$ cat config.mk
export PLATFORM = sky130hd
export DESIGN_NAME = bg_scroll_ctrl
export DESIGN_NICKNAME = d
export VERILOG_FILES = /design/src/rtl/bg_scroll_ctrl.sv
export SDC_FILE = /design/constraint.sdc
export NUM_CORES = 1
export LEC_CHECK = 0
export ABC_AREA = 1
export CORE_AREA = 2 2 135 137
export CTS_CLUSTER_SIZE = 24
export DETAILED_ROUTE_END_ITERATION = 7
export DIE_AREA = 0 0 137 139
export GPL_TIMING_DRIVEN = 0
export SKIP_CTS_REPAIR_TIMING = 1
export SYNTH_ARGS = -nofsm -noshare
export SYNTH_HDL_FRONTEND = slang
export SYNTH_SLANG_ARGS = --single-unit
$ cat constraint.sdc
create_clock -name HCLK -period 2.15 [get_ports HCLK]
set_input_delay 0.43 -clock HCLK [delete_from_list [all_inputs] [get_ports HCLK]]
set_output_delay 0.43 -clock HCLK [all_outputs]
set_load 0.01 [all_outputs]
$ cat src/rtl/bg_scroll_ctrl.sv
// Vertical background scroll engine: frame-paced 9-bit scroll pointer plus name-table row refill
// from flash. Optional row-loaded interrupt is built when SCROLL_ROW_IRQ_EN is defined.
module bg_scroll_ctrl #(
  parameter int unsigned NT_ADDR_WIDTH = 9,
  parameter int unsigned ROW_WORDS     = 8,
  parameter int unsigned NT_ROWS       = 64,
  parameter int unsigned ROWS_PER_MAP  = 30
) (
  input  logic                     HCLK,
  input  logic                     HRESETn,
  input  logic                     frame_tick,
  input  logic                     scrollEn,
  input  logic [7:0]               scrollCntMax,
  input  logic [23:0]              flashAddrStart,
  input  logic [7:0]               mapBackgroundMax,
  input  logic                     scrollPause,
  output logic [7:0]               mapBackgroundCnt,
  output logic [7:0]               mapScrollPtr,
  output logic                     scrollPtrHi,
  output logic                     scrollingFlag,
  output logic                     flash_req,
  output logic [23:0]              flash_addr,
  input  logic                     flash_ack,
  input  logic [31:0]              flash_rdata,
  output logic [NT_ADDR_WIDTH-1:0] nt_wraddr,
  output logic [31:0]              nt_wdata,
  output logic [3:0]               nt_we,
  output logic                     row_irq
);

  localparam int unsigned PtrW  = $clog2(NT_ROWS) + 3;
  localparam int unsigned WordW = $clog2(ROW_WORDS);
  localparam int unsigned RowW  = $clog2(ROWS_PER_MAP);

  typedef enum logic [1:0] {StIdle, StRun, StFetch, StEnd} state_e;

  state_e                   state_q, state_d;
  logic                     en_q;
  logic [PtrW-1:0]          ptr_q, ptr_d, ptr_dec;
  logic [7:0]               frame_q, frame_d;
  logic [RowW-1:0]          row_q, row_d;
  logic [7:0]               mbc_q, mbc_d;
  logic [23:0]              fa_q, fa_d;
  logic [WordW-1:0]         word_q, word_d;
  logic                     req_q, req_d;
  logic                     pend_q, pend_d;
  logic [3:0]               we_q, we_d;
  logic [NT_ADDR_WIDTH-1:0] wraddr_q, wraddr_d;
  logic [31:0]              wdata_q, wdata_d;
  logic                     tick;
  logic                     wr_cycle;
  logic                     last_word;

  assign ptr_dec   = ptr_q - PtrW'(1);
  assign tick      = (frame_tick | pend_q) & ~scrollPause;
  // The cycle after an ack is the write cycle; the next-word / row-end decision is made there.
  assign wr_cycle  = (state_q == StFetch) & ~req_q & (we_q != 4'h0);
  assign last_word = (word_q == WordW'(ROW_WORDS - 1));

  always_comb begin
    state_d  = state_q;
    ptr_d    = ptr_q;
    frame_d  = frame_q;
    row_d    = row_q;
    mbc_d    = mbc_q;
    fa_d     = fa_q;
    word_d   = word_q;
    req_d    = req_q;
    pend_d   = pend_q;
    we_d     = 4'h0;
    wraddr_d = wraddr_q;
    wdata_d  = wdata_q;
    unique case (state_q)
      StIdle: begin
        if (scrollEn && !en_q) begin
          ptr_d   = '0;
          frame_d = '0;
          row_d   = '0;
          mbc_d   = '0;
          fa_d    = flashAddrStart;
          word_d  = '0;
          pend_d  = 1'b0;
          state_d = StRun;
        end
      end
      StRun: begin
        if (!scrollEn) begin
          state_d = StIdle;
        end else if (tick) begin
          pend_d = 1'b0;
          if (frame_q == scrollCntMax) begin
            frame_d = '0;
            ptr_d   = ptr_dec;
            if (&ptr_dec[2:0]) begin
              word_d  = '0;
              req_d   = 1'b1;
              state_d = StFetch;
            end
          end else begin
            frame_d = frame_q + 8'd1;
          end
        end
      end
      StFetch: begin
        if (frame_tick) pend_d = 1'b1;
        if (req_q) begin
          if (flash_ack) begin
            req_d    = 1'b0;
            we_d     = 4'hf;
            wraddr_d = NT_ADDR_WIDTH'({ptr_q[PtrW-1:3], word_q});
            wdata_d  = flash_rdata;
          end
        end else if (wr_cycle) begin
          if (last_word) begin
            word_d = '0;
            fa_d   = fa_q + 24'(4 * ROW_WORDS);
            if (row_q == RowW'(ROWS_PER_MAP - 1)) begin
              row_d = '0;
              mbc_d = mbc_q + 8'd1;
            end else begin
              row_d = row_q + RowW'(1);
            end
            if (!scrollEn) begin
              state_d = StIdle;
            end else if ((row_q == RowW'(ROWS_PER_MAP - 1)) && (mbc_d == mapBackgroundMax)) begin
              state_d = StEnd;
            end else begin
              state_d = StRun;
            end
          end else if (!scrollEn) begin
            state_d = StIdle;
          end else begin
            word_d = word_q + WordW'(1);
            req_d  = 1'b1;
          end
        end
      end
      StEnd: begin
        if (!scrollEn) state_d = StIdle;
      end
      default: state_d = StIdle;
    endcase
  end

  always_ff @(posedge HCLK or negedge HRESETn) begin
    if (!HRESETn) begin
      state_q  <= StIdle;
      en_q     <= 1'b0;
      ptr_q    <= '0;
      frame_q  <= '0;
      row_q    <= '0;
      mbc_q    <= '0;
      fa_q     <= '0;
      word_q   <= '0;
      req_q    <= 1'b0;
      pend_q   <= 1'b0;
      we_q     <= 4'h0;
      wraddr_q <= '0;
      wdata_q  <= '0;
    end else begin
      state_q  <= state_d;
      en_q     <= scrollEn;
      ptr_q    <= ptr_d;
      frame_q  <= frame_d;
      row_q    <= row_d;
      mbc_q    <= mbc_d;
      fa_q     <= fa_d;
      word_q   <= word_d;
      req_q    <= req_d;
      pend_q   <= pend_d;
      we_q     <= we_d;
      wraddr_q <= wraddr_d;
      wdata_q  <= wdata_d;
    end
  end

`ifdef SCROLL_ROW_IRQ_EN
  logic irq_q;
  always_ff @(posedge HCLK or negedge HRESETn) begin
    if (!HRESETn) irq_q <= 1'b0;
    else          irq_q <= wr_cycle & last_word;
  end
  assign row_irq = irq_q;
`else
  assign row_irq = 1'b0;
`endif

  assign mapBackgroundCnt = mbc_q;
  assign mapScrollPtr     = ptr_q[7:0];
  assign scrollPtrHi      = ptr_q[PtrW-1];
  assign scrollingFlag    = (state_q == StRun) || (state_q == StFetch);
  assign flash_req        = req_q;
  assign flash_addr       = fa_q + 24'({word_q, 2'b00});
  assign nt_wraddr        = wraddr_q;
  assign nt_wdata         = wdata_q;
  assign nt_we            = we_q;

endmodule
==> key figures, run 1 <==
Outcome
  • Status: finished, violations left
  • Failing checks: setup timing

Critical path
  • Worst EP required: 1.72 ns
  • FF-to-FF Start: state_q[1]
  • CP endpoint: flash_addr[20]
  • Slowest CP cell: dfrtp_1
  • WP data arrival: 2.11 ns
  • Crit path kind: flip-flop to primary output
  • Reg2Reg Setup Slack: 0.13 ns
  • CP cell instances: ha_2 -> inv_2 -> fa_2 -> inv_2 -> a21oi_4 -> nor4_4 -> nand2_1 -> xor2_2 -> clkbuf_2
  • Type of origin of the critical path: flip-flop
  • Critical path peak fanout: 6
  • CP dominant cell by count: inv_2
  • Worst r2r dst: fa_q[9]
  • Delay of the slowest critical-path stage: 0.37 ns
  • R2R cell count: 11
  • CP startpoint: fa_q[2]
  • Critical path endpoint category: primary output

Power and ir drop
  • Int Pwr: between 6000 and 7000 uW
  • Clock share of power: 0.167
  • Sw frac: 0.425
  • VDD IR max: 0.000578 V
  • Combinational Power Share: 0.525
  • Psw: 4600 uW
  • Seq pwr share: 0.308
  • Power per cell area: 1250 mW/mm2
  • Pleak: 0.00397 uW

CTS
  • CTS Buf Count: 9
  • # clock sinks: 104
  • TritonCTS clock tree: done
  • Reg clk slew, reported paths: 0.08 ns
  • Clock Latency Late Sink: 0.36 ns
  • H-tree depth: 3
  • Root buf cell: clkbuf_16
  • Max clock buf depth: 2

Logic synthesis
  • Cell Area, Synth: about 0.006 mm2
  • Yosys reg bits: ~100
  • Library cells used by synthesis: 51
  • Post-Syn Area per Cell: just under 8 um2
  • Share of the synthesized area in the top cell type: 0.432
  • Synth area leader: dfrtp_1
  • Synth Warn #: 0
  • Seq/Total Area, Yosys: 0.432
  • Post-synth top flop: dfrtp_1
  • Syn Inst Count: 772
  • Post-synth EDFFs: 0
  • Post-synth net total: 867
  • Largest cells by area after synthesis: dfrtp_1 (43%), nand2_1 (14%), inv_1 (4.8%), o21ai_0 (4.5%), xor2_1 (4.1%)
  • Fraction of registers with async set/reset: 1.00

Timing
  • Slew margin rel.: 0.600
  • RSZ-0062 raised after global routing: true
  • Worst-Margin Slew: 0.600 ns
  • PnR worst setup slack: -0.389 ns
  • Hold Fails Final Rpt: 0
  • Setup TNS Final: -4.70 ns
  • Final setup viols: 19
  • FMAX: 394 MHz
  • Final hold slack: 0.000607 ns
  • Crit path time final: 2.54 ns
  • Skew final: 0.00798 ns
  • Final period util: 1.18
  • Max Slew Vio Count: 0

Drt
  • Detailed Route Iter0 Violations: ~250
  • Final WL: 17800 um
  • Vias: 5793
  • Router iterations before antenna repair: 4
  • Vias per cell: about 4.8
  • Drt drc: 0
  • Routed length per instance: approximately 15 um
  • DRT antenna net count: 0

Flow run
  • Maximum capacitance violations: 0

Layout
  • Multi-input gate area: 0.00315 mm2
  • FF/Latch Area: 0.00261 mm2
  • Non-Filler Instances: 1208
  • Commonest cells after routing, fill and taps aside: nand2_1 (213), clkdlybuf4s50_1 (142), dfrtp_1 (96), inv_1 (65)
  • Share of layout cells above drive strength 1: 0.165
  • Commonest non-fill, non-tap cell in the layout: nand2_1
  • P&R area growth vs syn: 44.1%
  • Antenna Cells: 0
  • Fillcell total: between 1500 and 2000
  • Final net count: 1069

Floorplan
  • DIE AREA: 0.0190 mm2
  • Initial core utilization: 0.341
  • Chip Height: 139 um
  • # rows: between 40 and 50
  • IO Count: ~170
  • Core Area: 0.0177 mm2
  • Die X: 137 um

Placement
  • Pre-CTS setup slack: -0.703 ns
  • # placed instances: 1167
  • GPL Wtd Cong: 0.879
  • Detailed-placement wirelength estimate: 13100 um
  • IO Port Bufs: 165

GRT
  • Gr ovfl total: 0
  • Vias in the first global route: 5349
  • Largest net degree at the start of global routing: 56
  • GRT Overall Usage: 0.186
  • Initial antenna violation count: 0
  • First-pass GRT wire length: ~28000 um

Worst hold path
  • Hold Crit Class: input port to async pin
## cells by family after synthesis
family          count (synthesis)  synth area share
other cells                     1          0.000622
flops                         104             0.432
xor+xnor                       41            0.0596
fa+ha+maj                      17            0.0365
buf+inv                       112            0.0797
simple gates                  382             0.277
compound gates                115             0.115
## metrics by stage
step / util / total power [uW] / area [um2]
after global placement: 0.452 / 8600 / 7970
after CTS: 0.472 / 10500 / 8330
final: 0.492 / 10800 / 8690
after detailed placement: 0.453 / 8650 / 8000
after floorplan: - / 6210 / 6040
after global routing: 0.492 / 11700 / 8690
## cells in the mapped netlist, types with 2 or more instances
cell	count
inv_1	77
and3_1	3
nand3_2	3
nand3_1	45
ha_1	16
inv_2	3
nor2_4	3
buf_6	3
dfrtp_1	104
clkbuf_1	12
buf_4	8
nor4_1	3
xor2_1	28
nand3b_1	2
nand4_1	12
xnor2_1	13
a211oi_1	2
nand2_1	220
o31ai_1	3
nor2_2	3
nor2_1	65
a21oi_1	21
buf_2	5
buf_1	2
o21ai_1	5
nand2_2	5
o22ai_1	11
o21ai_4	2
o211ai_1	4
nor3_2	4
nor3_1	10
o21ai_0	54
o31ai_2	2
a31oi_1	2
## layout make-up
cell class,count,share of cell area
multi-input cells,556,0.363
flip-flops and latches,104,0.301
repair buffers,192,0.208
inverters,81,0.0361
well taps,229,0.0330
clock buffers,9,0.0259
plain buffers,30,0.0216
clock inverters,7,0.0112
## power groups by stage
stage	registers, uW	logic, uW	clock network [uW]
3_3_place_gp	3320	5280	0
3_5_place_dp	3310	5340	0
5_1_grt	3450	6300	1930
2_1_floorplan	3390	2830	0
6_report	3330	5690	1810
4_1_cts	3300	5350	1870
## routing by layer
metal	wire length [um]	global-route usage
met3	1700	0.0680
met2	7920	0.284
met5	0	0
met1	7930	0.250
met4	204	0.0467
## flip-flops by register name, summed over array words and instances (netlist names), 2 cells and up
| register | flops |
|---|---|
| nt_wraddr | 9 |
| state_q | 2 |
| mapBackgroundCnt | 8 |
| row_q | 5 |
| nt_wdata | 32 |
| fa_q | 24 |
| ptr_q | 9 |
| word_q | 3 |
| frame_q | 8 |
## worst min-delay path by stage
stage,end
after floorplan,en_q
after global placement,nt_wdata[16]
final,fa_q[23]
after CTS,fa_q[23]
after global routing,fa_q[23]
after detailed placement,fa_q[23]
## worst max-delay path, delay by kind of cell (launching register included)
| kind | cells | cell delay, ns |
|---|---|---|
| AO/OA/AOI/OAI | 1 | 0.09 |
| XOR/XNOR | 1 | 0.15 |
| adder cells (fa/ha/maj) | 2 | 0.54 |
| buffers and inverters | 3 | 0.24 |
| flip-flops | 1 | 0.37 |
| AND/OR/NAND/NOR | 2 | 0.36 |
No activity file was read; power rests on OpenSTA's default activity.
==> run 2: changes to the inputs <==
CORE_AREA = 2 2 155 119   (was 2 2 135 137)
DIE_AREA = 0 0 157 121   (was 0 0 137 139)
clock period = 2.42 ns   (was 2.15 ns; I/O delays follow)
==> run 2 against run 1 <==
The run still ends with setup timing left. Sequential power down 11%. Clock-buffer cell count unchanged. Sequential cell count unchanged. Clock skew up 0.0036 ns. Die area down 0.24%. Critical path depth unchanged. Core utilization up 0.23 points. Hold slack better by 0.058 ns. Setup slack better by 0.25 ns. Highest routed layer is now met5.
==> key figures, run 2 (synthesized netlist as in run 1, its figures left out) <==
Timing
  • Crit path time final: 2.56 ns
  • Skew final: about 0.012 ns
  • Slew margin rel.: 0.545
  • FMAX: 391 MHz
  • Final setup viols: 12
  • Final period util: 1.06
  • RSZ-0062 raised after global routing: true
  • PnR worst setup slack: -0.136 ns
  • Hold Fails Final Rpt: 0
  • Max Slew Vio Count: 0
  • Worst-Margin Slew: 0.682 ns
  • Setup TNS Final: -1.10 ns

Drt
  • Routed length per instance: 14.4 um
  • Vias per cell: 4.62
  • DRT antenna net count: 0
  • Detailed Route Iter0 Violations: 279
  • Final WL: 17600 um
  • Drt drc: 0
  • Router iterations before antenna repair: 4
  • Vias: 5638

Layout
  • P&R area growth vs syn: 42.7%
  • Commonest non-fill, non-tap cell in the layout: nand2_1
  • Antenna Cells: 0
  • Max FFs per register: 32
  • Post-Route Utilization: 0.494
  • Commonest cells after routing, fill and taps aside: nand2_1 (216), clkdlybuf4s50_1 (143), dfrtp_1 (99), inv_1 (71), o21ai_0 (54)
  • Non-Filler Instances: 1220
  • Final net count: between 1000 and 1500
  • Share of layout cells above drive strength 1: 0.149

Critical path
  • Worst EP required: 1.94 ns
  • Worst r2r dst: mapBackgroundCnt[0]
  • WP data arrival: around 2.1 ns
  • CP Depth: 9
  • FF-to-FF Start: word_q[0]
  • Crit path kind: flip-flop to primary output
  • Worst Path Buf+Inv: 4
  • Critical path endpoint category: primary output
  • CP endpoint: flash_addr[8]
  • Critical path's top delay family: buffers and inverters
  • CP cell instances: ha_2 -> inv_2 -> fa_2 -> inv_2 -> a21oi_4 -> buf_4 -> nor2_2 -> xor2_1 -> buf_2
  • Type of origin of the critical path: flip-flop
  • R2R cell count: 11
  • Critical path peak fanout: 6
  • Slowest CP cell: dfrtp_1
  • CP dominant cell by count: inv_2
  • Delay of the slowest critical-path stage: around 0.39 ns
  • Reg2Reg Setup Slack: 0.22 ns
  • CP startpoint: fa_q[2]

CTS
  • Root buf cell: clkbuf_16
  • Reg clk slew, reported paths: 0.08 ns
  • CTS Buf Count: 9
  • # clock sinks: 104
  • Max clock buf depth: 2
  • H-tree depth: 3
  • TritonCTS clock tree: done
  • Clock Latency Late Sink: about 0.36 ns

Placement
  • Detailed-placement wirelength estimate: 12900 um
  • # placed instances: 1180
  • Pre-CTS setup slack: -0.534 ns
  • IO Port Bufs: roughly 170
  • GPL Wtd Cong: 0.861

GRT
  • Gr ovfl total: 0
  • GRT Overall Usage: 0.186
  • Initial antenna violation count: 1
  • First-pass GRT wire length: around 28000 um
  • Vias in the first global route: about 5400
  • Largest net degree at the start of global routing: 59

Floorplan
  • Initial core utilization: 0.347
  • IO Count: roughly 170
  • Core Area: 0.0174 mm2
  • Die X: 157 um
  • # rows: 42
  • DIE AREA: around 0.019 mm2
  • Chip Height: 121 um

Power and ir drop
  • Power per cell area: 1080 mW/mm2
  • Pleak: approximately 0.0039 uW
  • VDD IR max: roughly 0.00055 V

Worst hold path
  • Hold Crit Class: input port to async pin

Flow run
  • Maximum capacitance violations: 0

Outcome
  • Failing checks: setup timing
  • Status: finished, violations left
-- run 2: worst register-to-register path, cell delays in order, from the launching register on --
cell,delay (ns)
dfrtp_1,0.35
buf_4,0.12
ha_1,0.14
ha_1,0.24
inv_1,0.11
nand2_1,0.09
inv_1,0.10
a211oi_2,0.24
buf_4,0.22
inv_2,0.08
nor2_1,0.27
o22ai_1,0.12
-- run 2: through the flow --
step           hold WS (ns)  power (uW)  cell area [um2]
6_report             0.0589        9320             8600
2_1_floorplan         0.188        5510             6030
5_1_grt              0.0902       10000             8600
3_3_place_gp          0.461        7650             7980
3_5_place_dp          0.454        7680             8010
4_1_cts              0.0634        9250             8320
-- run 2: worst min path at each step --
stage	endpoint	cells after the start	start	slack, ns
CTS	nt_wdata[5]	1	HRESETn	0.06
detailed placement	mapBackgroundCnt[5]	1	HRESETn	0.45
global placement	nt_wdata[16]	2	nt_wdata[16]	0.46
finish	mapBackgroundCnt[5]	1	HRESETn	0.06
global route	mapBackgroundCnt[5]	1	HRESETn	0.09
floorplan	en_q	0	HRESETn	0.19
-- run 2: cell type report --
class	instances	area (um2)
sequential	104	2610
timing repair buffer	191	1800
inverter	81	308
clock buffer	9	225
fill	1724	8790
tap	242	303
buffer	30	173
clock inverter	7	86.3
multi-input combinational	556	3100
-- run 2: metal layers --
metal | track usage | part of all wire | up-vias
met5 | 0 | 0.00068 | -
met4 | 0.0327 | 0.0084 | 2
met3 | 0.0579 | 0.072 | 18
met2 | 0.267 | 0.42 | 151
met1 | 0.276 | 0.50 | 2567
li1 | - | - | 2900
-- run 2: report_power, final --
part           leakage [uW]  switching, uW  internal, uW
Combinational       0.00241           2690          2160
Sequential          0.00135            557          2390
Clock              0.000151            771           743
Total               0.00392           4020          5300
==> run 3: changes to the inputs <==
CTS_CLUSTER_DIAMETER = 120   (was unset)
==> results of run 3 <==
Same layout as run 2: the final DEF is identical, and so are final timing and power.
